## config.mk

```make
export PLATFORM = sky130hd
export DESIGN_NAME = bp_fe_icache_fill_responder
export DESIGN_NICKNAME = d
export VERILOG_FILES = /design/src/rtl/bp_fe_icache_fill_responder.sv
export SDC_FILE = /design/constraint.sdc
export NUM_CORES = 1
export LEC_CHECK = 0
export ABC_AREA = 0
export CORE_AREA = 2 2 287 289
export DETAILED_ROUTE_END_ITERATION = 7
export DIE_AREA = 0 0 289 291
export PLACE_DENSITY_LB_ADDON = 0.12
export SETUP_SLACK_MARGIN = 0.1
export SYNTH_ARGS = -nofsm -noshare
export SYNTH_HDL_FRONTEND = slang
export SYNTH_SLANG_ARGS = --single-unit
```

## constraint.sdc

```tcl
create_clock -name clk_i -period 2.5 [get_ports clk_i]
set_input_delay 0.375 -clock clk_i [delete_from_list [all_inputs] [get_ports clk_i]]
set_output_delay 0.375 -clock clk_i [all_outputs]
set_load 0.01 [all_outputs]
```

## src/rtl/bp_fe_icache_fill_responder.sv

```systemverilog
// rtl/bp_fe_icache_fill_responder.sv - I-cache miss fill responder: one miss, beat-wise fetch, data/tag/stat fill packets
module bp_fe_icache_fill_responder #(
    parameter int paddr_width_p        = 40,
    parameter int icache_sets_p        = 64,
    parameter int icache_assoc_p       = 8,
    parameter int icache_block_width_p = 512,
    parameter int mem_data_width_p     = 64,
    parameter int ptag_width_p         = 28,
    localparam int index_width_lp        = $clog2(icache_sets_p),
    localparam int way_width_lp          = $clog2(icache_assoc_p),
    localparam int block_offset_width_lp = $clog2(icache_block_width_p / 8),
    localparam int beats_lp              = icache_block_width_p / mem_data_width_p,
    localparam int beat_width_lp         = $clog2(beats_lp)
) (
    input  logic                            clk_i,
    input  logic                            reset_n_i,
    input  logic [paddr_width_p-1:0]        cache_req_addr_i,
    input  logic                            cache_req_v_i,
    output logic                            cache_req_ready_o,
    input  logic [way_width_lp-1:0]         cache_req_metadata_way_i,
    input  logic                            cache_req_metadata_v_i,
    output logic [paddr_width_p-1:0]        mem_cmd_addr_o,
    output logic                            mem_cmd_v_o,
    input  logic                            mem_cmd_ready_i,
    input  logic [mem_data_width_p-1:0]     mem_resp_data_i,
    input  logic                            mem_resp_v_i,
    output logic                            mem_resp_yumi_o,
    output logic [index_width_lp-1:0]       data_mem_pkt_index_o,
    output logic [way_width_lp-1:0]         data_mem_pkt_way_o,
    output logic [icache_block_width_p-1:0] data_mem_pkt_data_o,
    output logic                            data_mem_pkt_v_o,
    input  logic                            data_mem_pkt_ready_i,
    output logic [index_width_lp-1:0]       tag_mem_pkt_index_o,
    output logic [way_width_lp-1:0]         tag_mem_pkt_way_o,
    output logic [ptag_width_p-1:0]         tag_mem_pkt_tag_o,
    output logic                            tag_mem_pkt_v_o,
    input  logic                            tag_mem_pkt_ready_i,
    output logic [index_width_lp-1:0]       stat_mem_pkt_index_o,
    output logic [way_width_lp-1:0]         stat_mem_pkt_way_o,
    output logic                            stat_mem_pkt_v_o,
    input  logic                            stat_mem_pkt_ready_i,
    output logic                            cache_req_complete_o
);

    typedef enum logic [2:0] {
        IDLE, WAIT_META, SEND_MEM, FILL, WR_DATA, WR_TAG, WR_STAT, DONE
    } state_e;

    state_e                          state_r, state_n;
    logic                            started_r;
    logic [paddr_width_p-1:0]        addr_r;
    logic [way_width_lp-1:0]         way_r;
    logic [icache_block_width_p-1:0] block_r;
    logic [beat_width_lp-1:0]        beat_cnt_r;

    // started_r keeps ready low while in reset and until the first edge after release
    logic req_fire, meta_take, beat_take, last_beat;
    assign req_fire  = started_r && (state_r == IDLE) && cache_req_v_i;
    assign meta_take = cache_req_metadata_v_i && (req_fire || (state_r == WAIT_META));
    assign beat_take = (state_r == FILL) && mem_resp_v_i;
    assign last_beat = (beat_cnt_r == beat_width_lp'(beats_lp - 1));

    // State register and out-of-reset flag
    always_ff @(posedge clk_i or negedge reset_n_i) begin
        if (!reset_n_i) begin
            state_r   <= IDLE;
            started_r <= 1'b0;
        end else begin
            state_r   <= state_n;
            started_r <= 1'b1;
        end
    end

    // Next-state selection
    always_comb begin
        state_n = state_r;
        case (state_r)
            IDLE:      if (req_fire) state_n = cache_req_metadata_v_i ? SEND_MEM : WAIT_META;
            WAIT_META: if (cache_req_metadata_v_i) state_n = SEND_MEM;
            SEND_MEM:  if (mem_cmd_ready_i) state_n = FILL;
            FILL:      if (beat_take && last_beat) state_n = WR_DATA;
            WR_DATA:   if (data_mem_pkt_ready_i) state_n = WR_TAG;
            WR_TAG:    if (tag_mem_pkt_ready_i) state_n = WR_STAT;
            WR_STAT:   if (stat_mem_pkt_ready_i) state_n = DONE;
            DONE:      state_n = IDLE;
            default:   state_n = IDLE;
        endcase
    end

    // Handshake outputs decoded from the current state
    always_comb begin
        cache_req_ready_o    = 1'b0;
        mem_cmd_v_o          = 1'b0;
        mem_resp_yumi_o      = 1'b0;
        data_mem_pkt_v_o     = 1'b0;
        tag_mem_pkt_v_o      = 1'b0;
        stat_mem_pkt_v_o     = 1'b0;
        cache_req_complete_o = 1'b0;
        case (state_r)
            IDLE:     cache_req_ready_o    = started_r;
            SEND_MEM: mem_cmd_v_o          = 1'b1;
            FILL:     mem_resp_yumi_o      = mem_resp_v_i;
            WR_DATA:  data_mem_pkt_v_o     = 1'b1;
            WR_TAG:   tag_mem_pkt_v_o      = 1'b1;
            WR_STAT:  stat_mem_pkt_v_o     = 1'b1;
            DONE:     cache_req_complete_o = 1'b1;
            default:  ;
        endcase
    end

    // Miss address, victim way, beat assembly and beat counter
    always_ff @(posedge clk_i or negedge reset_n_i) begin
        if (!reset_n_i) begin
            addr_r     <= '0;
            way_r      <= '0;
            block_r    <= '0;
            beat_cnt_r <= '0;
        end else begin
            if (req_fire)  addr_r <= cache_req_addr_i;
            if (meta_take) way_r  <= cache_req_metadata_way_i;
            if (beat_take) begin
                block_r[beat_cnt_r*mem_data_width_p +: mem_data_width_p] <= mem_resp_data_i;
                beat_cnt_r <= beat_cnt_r + 1'b1;
            end
        end
    end

    // Fetch is always for the whole block, so the offset bits are cleared
    assign mem_cmd_addr_o = addr_r & ~paddr_width_p'(icache_block_width_p / 8 - 1);

    assign data_mem_pkt_index_o = addr_r[block_offset_width_lp +: index_width_lp];
    assign data_mem_pkt_way_o   = way_r;
    assign data_mem_pkt_data_o  = block_r;
    assign tag_mem_pkt_index_o  = addr_r[block_offset_width_lp +: index_width_lp];
    assign tag_mem_pkt_way_o    = way_r;
    assign tag_mem_pkt_tag_o    = addr_r[paddr_width_p-1 -: ptag_width_p];
    assign stat_mem_pkt_index_o = addr_r[block_offset_width_lp +: index_width_lp];
    assign stat_mem_pkt_way_o   = way_r;

endmodule

```

After elaboration in Yosys (flattened, before gate mapping)
Cells that the tools add are included.
Widths: inputs -> output; s select.
{"block": "word_totals", "out_inout_bits": 614, "regBits": 562}
{"block": "classes", "n_reduce_logical": 8, "muxes": 17, "n_addsub": 2, "eq_ne": 15, "shift": 2}
{"op": "$bwmux 512", "count": 1}
{"op": "$shift 64x34->512 const A", "count": 1}
{"op": "$shiftx 64x34->512", "count": 1}
{"op": "$neg 9->34", "count": 1}
{"op": "$pmux 3 s8", "count": 1}
{"op": "$mux 3", "count": 7}
{"op": "$eq 3x3->1 const B", "count": 5}
{"op": "$ne 2x2->1 const B", "count": 6}
{"op": "$mux 1", "count": 7}
{"op": "$reduce_and 7->1", "count": 1}
{"op": "$eq 3x2->1 const B", "count": 2}
{"op": "$logic_and 1x1->1", "count": 5}
{"op": "$add 3x1->3 const B", "count": 1}
{"op": "$eq 3x1->1 const B", "count": 1}
{"op": "$logic_not 3->1", "count": 1}
{"op": "$mux 2", "count": 1}
{"op": "$ne 2x1->1 const B", "count": 1}
{"op": "$logic_or 1x1->1", "count": 1}

Longest topological paths before layout
Gate-level depths: netlist (run 1).
{"block": "logic_depth", "ltp_word": 5, "ltp_mapped": 10, "depth_no_buf": 7}

Least setup slack after synthesis (run 1)
No wires, ideal clock.
{"block": "synth_timing", "path_type": "register -> register", "startpoint": "register beat_cnt_r[0]", "endpoint": "register block_r[375] (netlist: data_mem_pkt_data_o[375])", "period_less_slack_ps": 2359, "path_stages_with_launch": 11, "arrival_time_ps": 2226, "path_buffers": 4, "setup_ps": 132, "setup_slack_ps": 141, "cell_sequence": "dfrtp_1 > buf_2 > inv_1 > ha_1 > ha_1 > or4b_1 > buf_2 > buf_6 > buf_6 > nand2_1 > o21ai_1"}
{"block": "synth_between", "elab_chain_cells": 3, "elab_cells_between_ends": 4, "classes_between": "add/sub: 1; shift: 2; mux: 1"}
{"element": "start: declaration", "line_no": "54", "text": "logic [beat_width_lp-1:0] beat_cnt_r;"}
{"element": "start signal: assignment", "line_no": "123", "text": "beat_cnt_r <= beat_cnt_r + 1'b1;"}
{"element": "$neg 9->34 (*)", "line_no": "122", "text": "block_r[beat_cnt_r*mem_data_width_p +: mem_data_width_p] <= mem_resp_data_i;"}
{"element": "$shiftx 64x34->512 / $shift 64x34->512 (equally long branches)", "line_no": "122"}
{"element": "$bwmux 512 (*)", "line_no": "122"}
{"element": "end signal: indexed assignment", "line_no": "122"}
{"element": "end: declaration", "line_no": "53", "text": "logic [icache_block_width_p-1:0] block_r;"}
Every way passes the cells marked *; elsewhere a longest branch is shown, timed or not.
A chain may end at the register's enable or synchronous reset.

Worst setup path after layout (run 1)
{"block": "layout_timing", "startpoint": "register state_r[0]", "endpoint": "output stat_mem_pkt_v_o"}
{"block": "layout_between", "elab_chain_cells": 2}
{"element": "start: declaration", "line_no": "49", "text": "state_e state_r, state_n;"}
{"element": "start signal: assignment", "line_no": "69", "text": "state_r <= state_n;"}
{"element": "$eq 3x3->1", "line_no": "99", "text": "case (state_r)"}
{"element": "$mux 1", "line_no": "99"}
{"element": "end: declaration", "line_no": "40", "text": "output logic stat_mem_pkt_v_o,"}
Every way passes these cells.

==> summary.md, run 1 <==
| Metric | Value |
|---|---|
| Outcome | completed |
| Synth cell count leaders | 556 x dfrtp_1, 456 x nand2_1, 433 x o21ai_0 |
| Setup Skew | 0.0294 ns |
| Starting Density | 27.4% |
| Global route overflow | 0 |
| Synth top area share | 62.5% |
| Starting DRT DRC Count | 1139 |
| Fillers | 7950 |
| Number of port buffers | 717 |
| Count of different cell masters after synthesis | 38 |
| Max Slew Vio Count | 0 |
| Reg2reg setup slack | 0.27 ns |
| Crit-path max FO | 9 |
| Routed vias/inst | 4.49 |
| Max-cap violations | 0 |
| Yosys reg bits | 556 |
| Sequential Area | 13900 µm² |
| Critical register-to-register path startpoint | beat_cnt_r[1] |
| Wire length per cell | 21.4 µm |
| Top cells by area, synth | dfrtp_1 63%, o21ai_0 9.7%, nand2_1 7.7%, mux2_2 5.2%, nand3_1 4.4% |
| Rel. slew slack | 57.4% |
| Sequential cell area fraction in the yosys report | 62.5% |
| Final Cycle Share | 91.7% |
| Die H | 291 µm |
| Crit path required time | 2.12 ns |
| Post-synth EDFFs | 0 |
| Final Setup Violations | 0 |
| Yosys Warn Count | 0 |
| Die Wd | 289 µm |
| GRT Total Usage | 20.0% |
| Final net count | 2993 |
| Syn Inst Count | 2221 |
| Area delta synth->final | 47.8% |
| Worst Reg-to-Reg Cells | 6 |
| 1st-pass router iterations | 5 |
| Async S/R FF share, synth | 100% |
| First-pass GRT wire length | 125000 µm |
| HPWL Detailed | 60100 µm |
| Syn Std Cell Area | 22300 µm² |
| Clock Sinks | 556 |
| Via count | 17900 |
| CTS max path bufs | 3 |
| Core area | 81200 µm² |
| Area of the multi-input gates | 6620 µm² |
| RSZ-0062 raised after global routing | false |
| Row cnt | 105 |
| Mean post-synth cell area | 10.0 µm² |
| Detail Route Antenna Nets | 0 |
| Fin. Hold Viols | 0 |
| FF-to-FF End | data_mem_pkt_data_o[11] |
| Synth area leader | dfrtp_1 |
| Max Fclk | 436 MHz |
| Worst Setup End Kind | primary output |
| Top FF cell, synth | dfrtp_1 |
| P per Cell Area | 1290 nW/µm² |
| IO Pins | 730 |
| Most frequent cell after synthesis | dfrtp_1 |
| Vias in the first global route | 17800 |
| LEAKAGE | 0.0143 µW |
| WS Path Type | flip-flop to primary output |
| WP data arrival | 1.92 ns |
| CTS root buffer | clkbuf_16 |
| Setup crit start kind | flip-flop |
| Final GP Congestion | 0.817 |
| Largest net degree at the start of global routing | 78 |
| Worst Max-Slew Pin Slew | 0.637 ns |
| Clk pin slew, worst setup/hold paths | 0.06 ns |
| CTS tree | done |
| Tot Pwr | 42300 µW |
| DRC viols | 0 |
| Hold crit path type | input pin to async pin |
| Final WL | 85200 µm |
| Area of the die | 84100 µm² |
| Non-filler instance count after layout | 3989 |
| Ratio of cells with drive above 1 in the final layout | 9.84% |
| H-Tree Level Count | 3 |
| Hold_ws | 0.289 ns |
| Worst-Skew Late Latency | 0.60 ns |
| Initial antenna violation count | 1 |
| Placed cells | 3866 |
| Fin crit period | 2.29 ns |
| TritonCTS buffer count | 68 |
| Max VDD drop | 0.000988 V |
[how the worst max path moves through the flow]
stage | endpoint | start | cells after the start | slack (ns)
after floorplan | data_mem_pkt_data_o[375] | beat_cnt_r[0] | 10 | 0.14
after global placement | data_mem_pkt_data_o[56] | mem_resp_v_i | 6 | -0.08
after detailed placement | data_mem_pkt_data_o[58] | mem_resp_v_i | 6 | -0.15
after CTS | stat_mem_pkt_v_o | state_r[0] | 3 | 0.11
after global routing | data_mem_pkt_data_o[261] | beat_cnt_r[0] | 9 | 0.12
final | stat_mem_pkt_v_o | state_r[0] | 3 | 0.21
[layout by cell type (no fill, tap or decap), types with 3 or more instances in the layout]
| cell type | synthesis | layout |
|---|---|---|
| nand2_1 | 456 | 456 |
| dfrtp_1 | 556 | 554 |
| nor4b_2 | 0 | 5 |
| nand3_1 | 195 | 192 |
| a21oi_1 | 4 | 4 |
| clkinv_8 | 0 | 4 |
| nand3_4 | 0 | 3 |
| dlygate4sd2_1 | 0 | 4 |
| mux2_2 | 102 | 102 |
| clkdlybuf4s50_1 | 0 | 712 |
| ha_1 | 7 | 6 |
| o21ai_0 | 433 | 433 |
| clkbuf_16 | 0 | 69 |
| o21ai_1 | 19 | 19 |
| clkbuf_8 | 0 | 14 |
| clkbuf_1 | 76 | 20 |
| buf_12 | 0 | 34 |
| inv_1 | 196 | 196 |
| nor2_1 | 9 | 7 |
| buf_4 | 58 | 31 |
| clkinv_2 | 0 | 9 |
| conb_1 | 2 | 7 |
[worst max-delay path: stages (launching register included)]
cell             delay [ns]
dfrtp_2                0.44
buf_4                  0.17
and3b_1                0.20
clkdlybuf4s50_1        0.53
[sequential cells by signal, summed over array words and instances, names as in the netlist]
signal               flops
data_mem_pkt_way_o       3
data_mem_pkt_data_o    512
beat_cnt_r               3
started_r                1
addr_r                  34
state_r                  3
[power by group]
| group | switching (µW) | internal (µW) |
|---|---|---|
| Clock | 3930 | 5620 |
| Sequential | 1960 | 12300 |
| Combinational | 9610 | 8870 |
[what timing repair did]
action | in CTS | in global routing
buffers inserted | 0 | 3
setup endpoints to repair | 4 | 44
gates resized for setup | 8 | 3
endpoints found under the hold margin | 36 | 0
hold buffers | 1 | 0
pin swaps | 0 | 0
[final cells by class]
cell class                 instances  area share, %
clock inverter                    15          0.453
timing repair buffer             785           24.7
inverter                         197           2.25
sequential                       556           42.3
clock buffer                     103           6.06
antenna                            1        0.00761
tap                             1070           4.07
multi-input combinational       1262           20.1
[kinds of logic after synthesis]
family                     after synthesis  share of synthesized area (%)
buffers and inverters                  408                           8.33
xor gates and xnor gates                 1                         0.0394
adders and majority gates                7                          0.394
other                                    2                         0.0337
DFF                                    556                           62.5
and+or+nand+nor                        685                           13.1
AOI/OAI and AO/OA                      459                           10.4
muxes                                  103                           5.21
[metal layers]
metal	vias up	global-route usage [%]	part of all wire, %
met1	8758	24.9	41
li1	8490	-	-
met5	-	0	0
met2	531	33.4	49
met4	0	7.32	3.6
met3	131	4.86	6.4
[through the flow]
step / setup slack (ns) / util, % / cell area (µm²) / TNS (ns)
3_3_place_gp: -0.0842 / 37.8 / 30700 / -3.46
2_1_floorplan: 0.141 / - / 22300 / 0
5_1_grt: 0.120 / 40.5 / 32900 / 0
6_report: 0.207 / 40.5 / 32900 / 0
4_1_cts: 0.112 / 40.5 / 32900 / 0
3_5_place_dp: -0.153 / 37.8 / 30700 / -7.37
Note: power is estimated with default switching activity, not from simulation.
==> inputs of run 2 (changes only) <==
--- a/config.mk
+++ b/config.mk
@@ -6,9 +6,10 @@
 export NUM_CORES = 1
 export LEC_CHECK = 0
 export ABC_AREA = 0
-export CORE_AREA = 2 2 287 289
+export CORE_AREA = 2 2 282 284
 export DETAILED_ROUTE_END_ITERATION = 7
-export DIE_AREA = 0 0 289 291
+export DIE_AREA = 0 0 284 286
+export GPL_ROUTABILITY_DRIVEN = 0
 export PLACE_DENSITY_LB_ADDON = 0.12
 export SETUP_SLACK_MARGIN = 0.1
 export SYNTH_ARGS = -nofsm -noshare
==> constraint.sdc (replaced) <==
create_clock -name clk_i -period 2.6 [get_ports clk_i]
set_input_delay 0.52 -clock clk_i [delete_from_list [all_inputs] [get_ports clk_i]]
set_output_delay 0.52 -clock clk_i [all_outputs]
set_load 0.01 [all_outputs]
==> run 2 against run 1 <==
Worst hold slack improved by 0.14 ns. Sequential cell count did not move. Clock-buffer cell count decreased by 3. Sequential share of layout area fell by 0.37 points.
==> summary.md, run 2 (synthesis gave the netlist of run 1 again) <==
| Metric | Value |
|---|---|
| Hold crit path type | input pin to async pin |
| GRT Total Usage | 20.6% (+0.62 points) |
| Clk pin slew, worst setup/hold paths | 0.06 ns (about the same) |
| Crit-path cells | buf_6 > and3_1 > clkdlybuf4s50_1 |
| HPWL Detailed | 60400 µm (+0.50%) |
| Final WL | 85100 µm (about the same) |
| Core area | 78400 µm² (-3.5%) |
| Fin. Hold Viols | 0 (unchanged) |
| Max Fclk | 415 MHz |
| Final Cycle Share | 92.6% |
| Post-route cell area | 33200 µm² (+0.86%) |
| Tot Pwr | 41400 µW (-2.3%) |
| Routed vias/inst | 4.52 (+0.67%) |
| Fin util | 42.3% (+1.8 points) |
| Rel. slew slack | 57.4% (about the same) |
| P per Cell Area | 1250 nW/µm² (-3.1%) |
| First-pass GRT wire length | 125000 µm (+0.16%) |
| Worst Setup End Kind | primary output |
| Max-cap violations | 0 (unchanged) |
| Antenna fix cells | 0 (-1) |
| Final Setup Violations | 0 (unchanged) |
| Ratio of cells with drive above 1 in the final layout | 10.6% (+0.79 points) |
| Worst Max-Slew Pin Slew | 0.639 ns (+0.00225 ns) |
| Largest net degree at the start of global routing | 129 (+65%) |
| Area delta synth->final | 49.0% |
| RSZ-0062 raised after global routing | false |
| Switching Fraction | 36.2% (-0.41 points) |
| Worst-Skew Late Latency | 0.59 ns (about the same) |
| Fin crit period | 2.41 ns |
| Placed Area | 30700 µm² (+0.20%) |
| Crit-path max FO | 13 (+4) |
| Via count | 18000 (+0.60%) |
| Outcome | completed |
| Leading cell type in the layout, fill and taps excluded | clkdlybuf4s50_1 |
| Max VDD drop | 0.00113 V (+15%) |
| Clk network pwr share | 23.7% (+1.1 points) |
| Internal | 26400 µW (-1.7%) |
| TritonCTS buffer count | 67 (-1.5%) |
| Number of port buffers | 717 (unchanged) |
| CTS max path bufs | 3 (unchanged) |
| CTS root buffer | clkbuf_16 |
| Area of the multi-input gates | 6650 µm² (+0.42%) |
| Dpl ws | -0.207 ns (-0.0545 ns) |
| DRC viols | 0 (unchanged) |
| Wire length per cell | 21.4 µm (about the same) |
| WS Path Type | flip-flop to primary output |
| Largest register FFs | 512 (unchanged) |
| Clock Sinks | 556 (unchanged) |
| Most frequent cells in the layout | 711 x clkdlybuf4s50_1, 555 x dfrtp_1, 456 x nand2_1, 433 x o21ai_0, 196 x inv_1 |
| Initial antenna violation count | 0 (-1) |
| Vias in the first global route | 17900 (+0.40%) |
| Sw power | 15000 µW (-3.4%) |
| Area of the die | 81200 µm² (-3.4%) |
| Worst Reg-to-Reg Cells | 9 (+3) |
| Crit-path max cell delay | 0.53 ns (about the same) |
| CTS tree | done |
| H-Tree Level Count | 3 (unchanged) |
| Setup Skew | 0.0161 ns (-0.0133 ns) |
| IO Pins | 730 (unchanged) |
| Crit path required time | 2.08 ns (-0.04 ns) |
| LEAKAGE | 0.0145 µW (+1.2%) |
| Comb pwr share | 43.0% (-0.7 points) |
| Row cnt | 103 (-1.9%) |
| Final WS setup | 0.192 ns (-0.0151 ns) |
| Fillers | 7579 (-4.7%) |
| Detail Route Antenna Nets | 0 (unchanged) |
| Starting Density | 28.4% (+0.99 points) |
| Max Slew Vio Count | 0 (unchanged) |
| Sequential Area | 13900 µm² (about the same) |
| Sequential Power Share | 33.3% (-0.5 points) |
| Starting DRT DRC Count | 1011 (-11%) |
| Die Wd | 284 µm (-1.7%) |
| Die H | 286 µm (-1.7%) |
| Global route overflow | 0 (unchanged) |
| 1st-pass router iterations | 7 (+2) |
| WP data arrival | 1.89 ns (-0.03 ns) |
| Setup crit start kind | flip-flop |
| Slowest stage cell, crit path | clkdlybuf4s50_1 |
| Final net count | 3006 (+0.43%) |
run 2: cell count changes in the layout (fill, tap and decap cells not counted), moves of 2 or more:
cell | previous run | this run
clkbuf_8 | 14 | 17
nor4b_4 | 0 | 2
clkinv_2 | 9 | 12
clkbuf_1 | 20 | 14
clkinv_8 | 4 | 2
nor4b_2 | 5 | 3
bufinv_16 | 1 | 6
buf_4 | 31 | 45
run 2: final cells by class:
type                       instances  share of cell area (%)
clock inverter                    22                   0.909
tap                             1050                    3.96
multi-input combinational       1262                    20.1
timing repair buffer             799                    24.8
inverter                         197                    2.24
clock buffer                     100                    6.07
sequential                       556                    41.9
run 2: path summary, 6_finish.rpt:
path	startpoint	to	slack [ns]
setup reg to reg	beat_cnt_r[1]	data_mem_pkt_data_o[276]	0.29
max in group asynchronous	reset_n_i	addr_r[19]	1.20
hold reg to reg	data_mem_pkt_data_o[132]	data_mem_pkt_data_o[132]	0.48
hold / removal	reset_n_i	data_mem_pkt_data_o[343]	0.43
setup / recovery	state_r[1]	cache_req_complete_o	0.19
min in group clk_i	data_mem_pkt_data_o[132]	data_mem_pkt_data_o[132]	0.48
run 2: repair_timing:
item / CTS / global route
buffers inserted: 0 / 5
resized for setup: 4 / 11
setup endpoints to repair: 118 / 249
hold buffers: 1 / 0
pin swaps: 0 / 1
hold endpoints to repair: 37 / 0
run 2: stage by stage:
step	TNS [ns]	std cells	hold slack (ns)
after floorplan	0	2226	0.224
after global placement	-11.26	3858	0.462
after detailed placement	-14.97	3858	0.470
after CTS	-0.0440	3981	0.440
after global routing	0	3986	0.445
final	0	3986	0.434
run 2: metal layers:
metal  wire length, µm  GRT usage [%]
met5                 0              0
met4              2450           7.13
met3              6410           6.03
met2             41800           34.4
met1             34500           25.5
run 2: power groups by stage:
stage	registers [µW]	logic (µW)	clock network, µW
after floorplan	15100	5450	0
after CTS	13800	18000	10100
after global placement	13800	17900	0
after global routing	14200	19200	10500
after detailed placement	13900	18000	0
final	13800	17800	9800
run 2: critical path: cells and delay by family, from the launching register on:
family,cells,cell delay (ns)
buffers and inverters,2,0.71
flip-flops,1,0.44
AND/OR/NAND/NOR,1,0.15
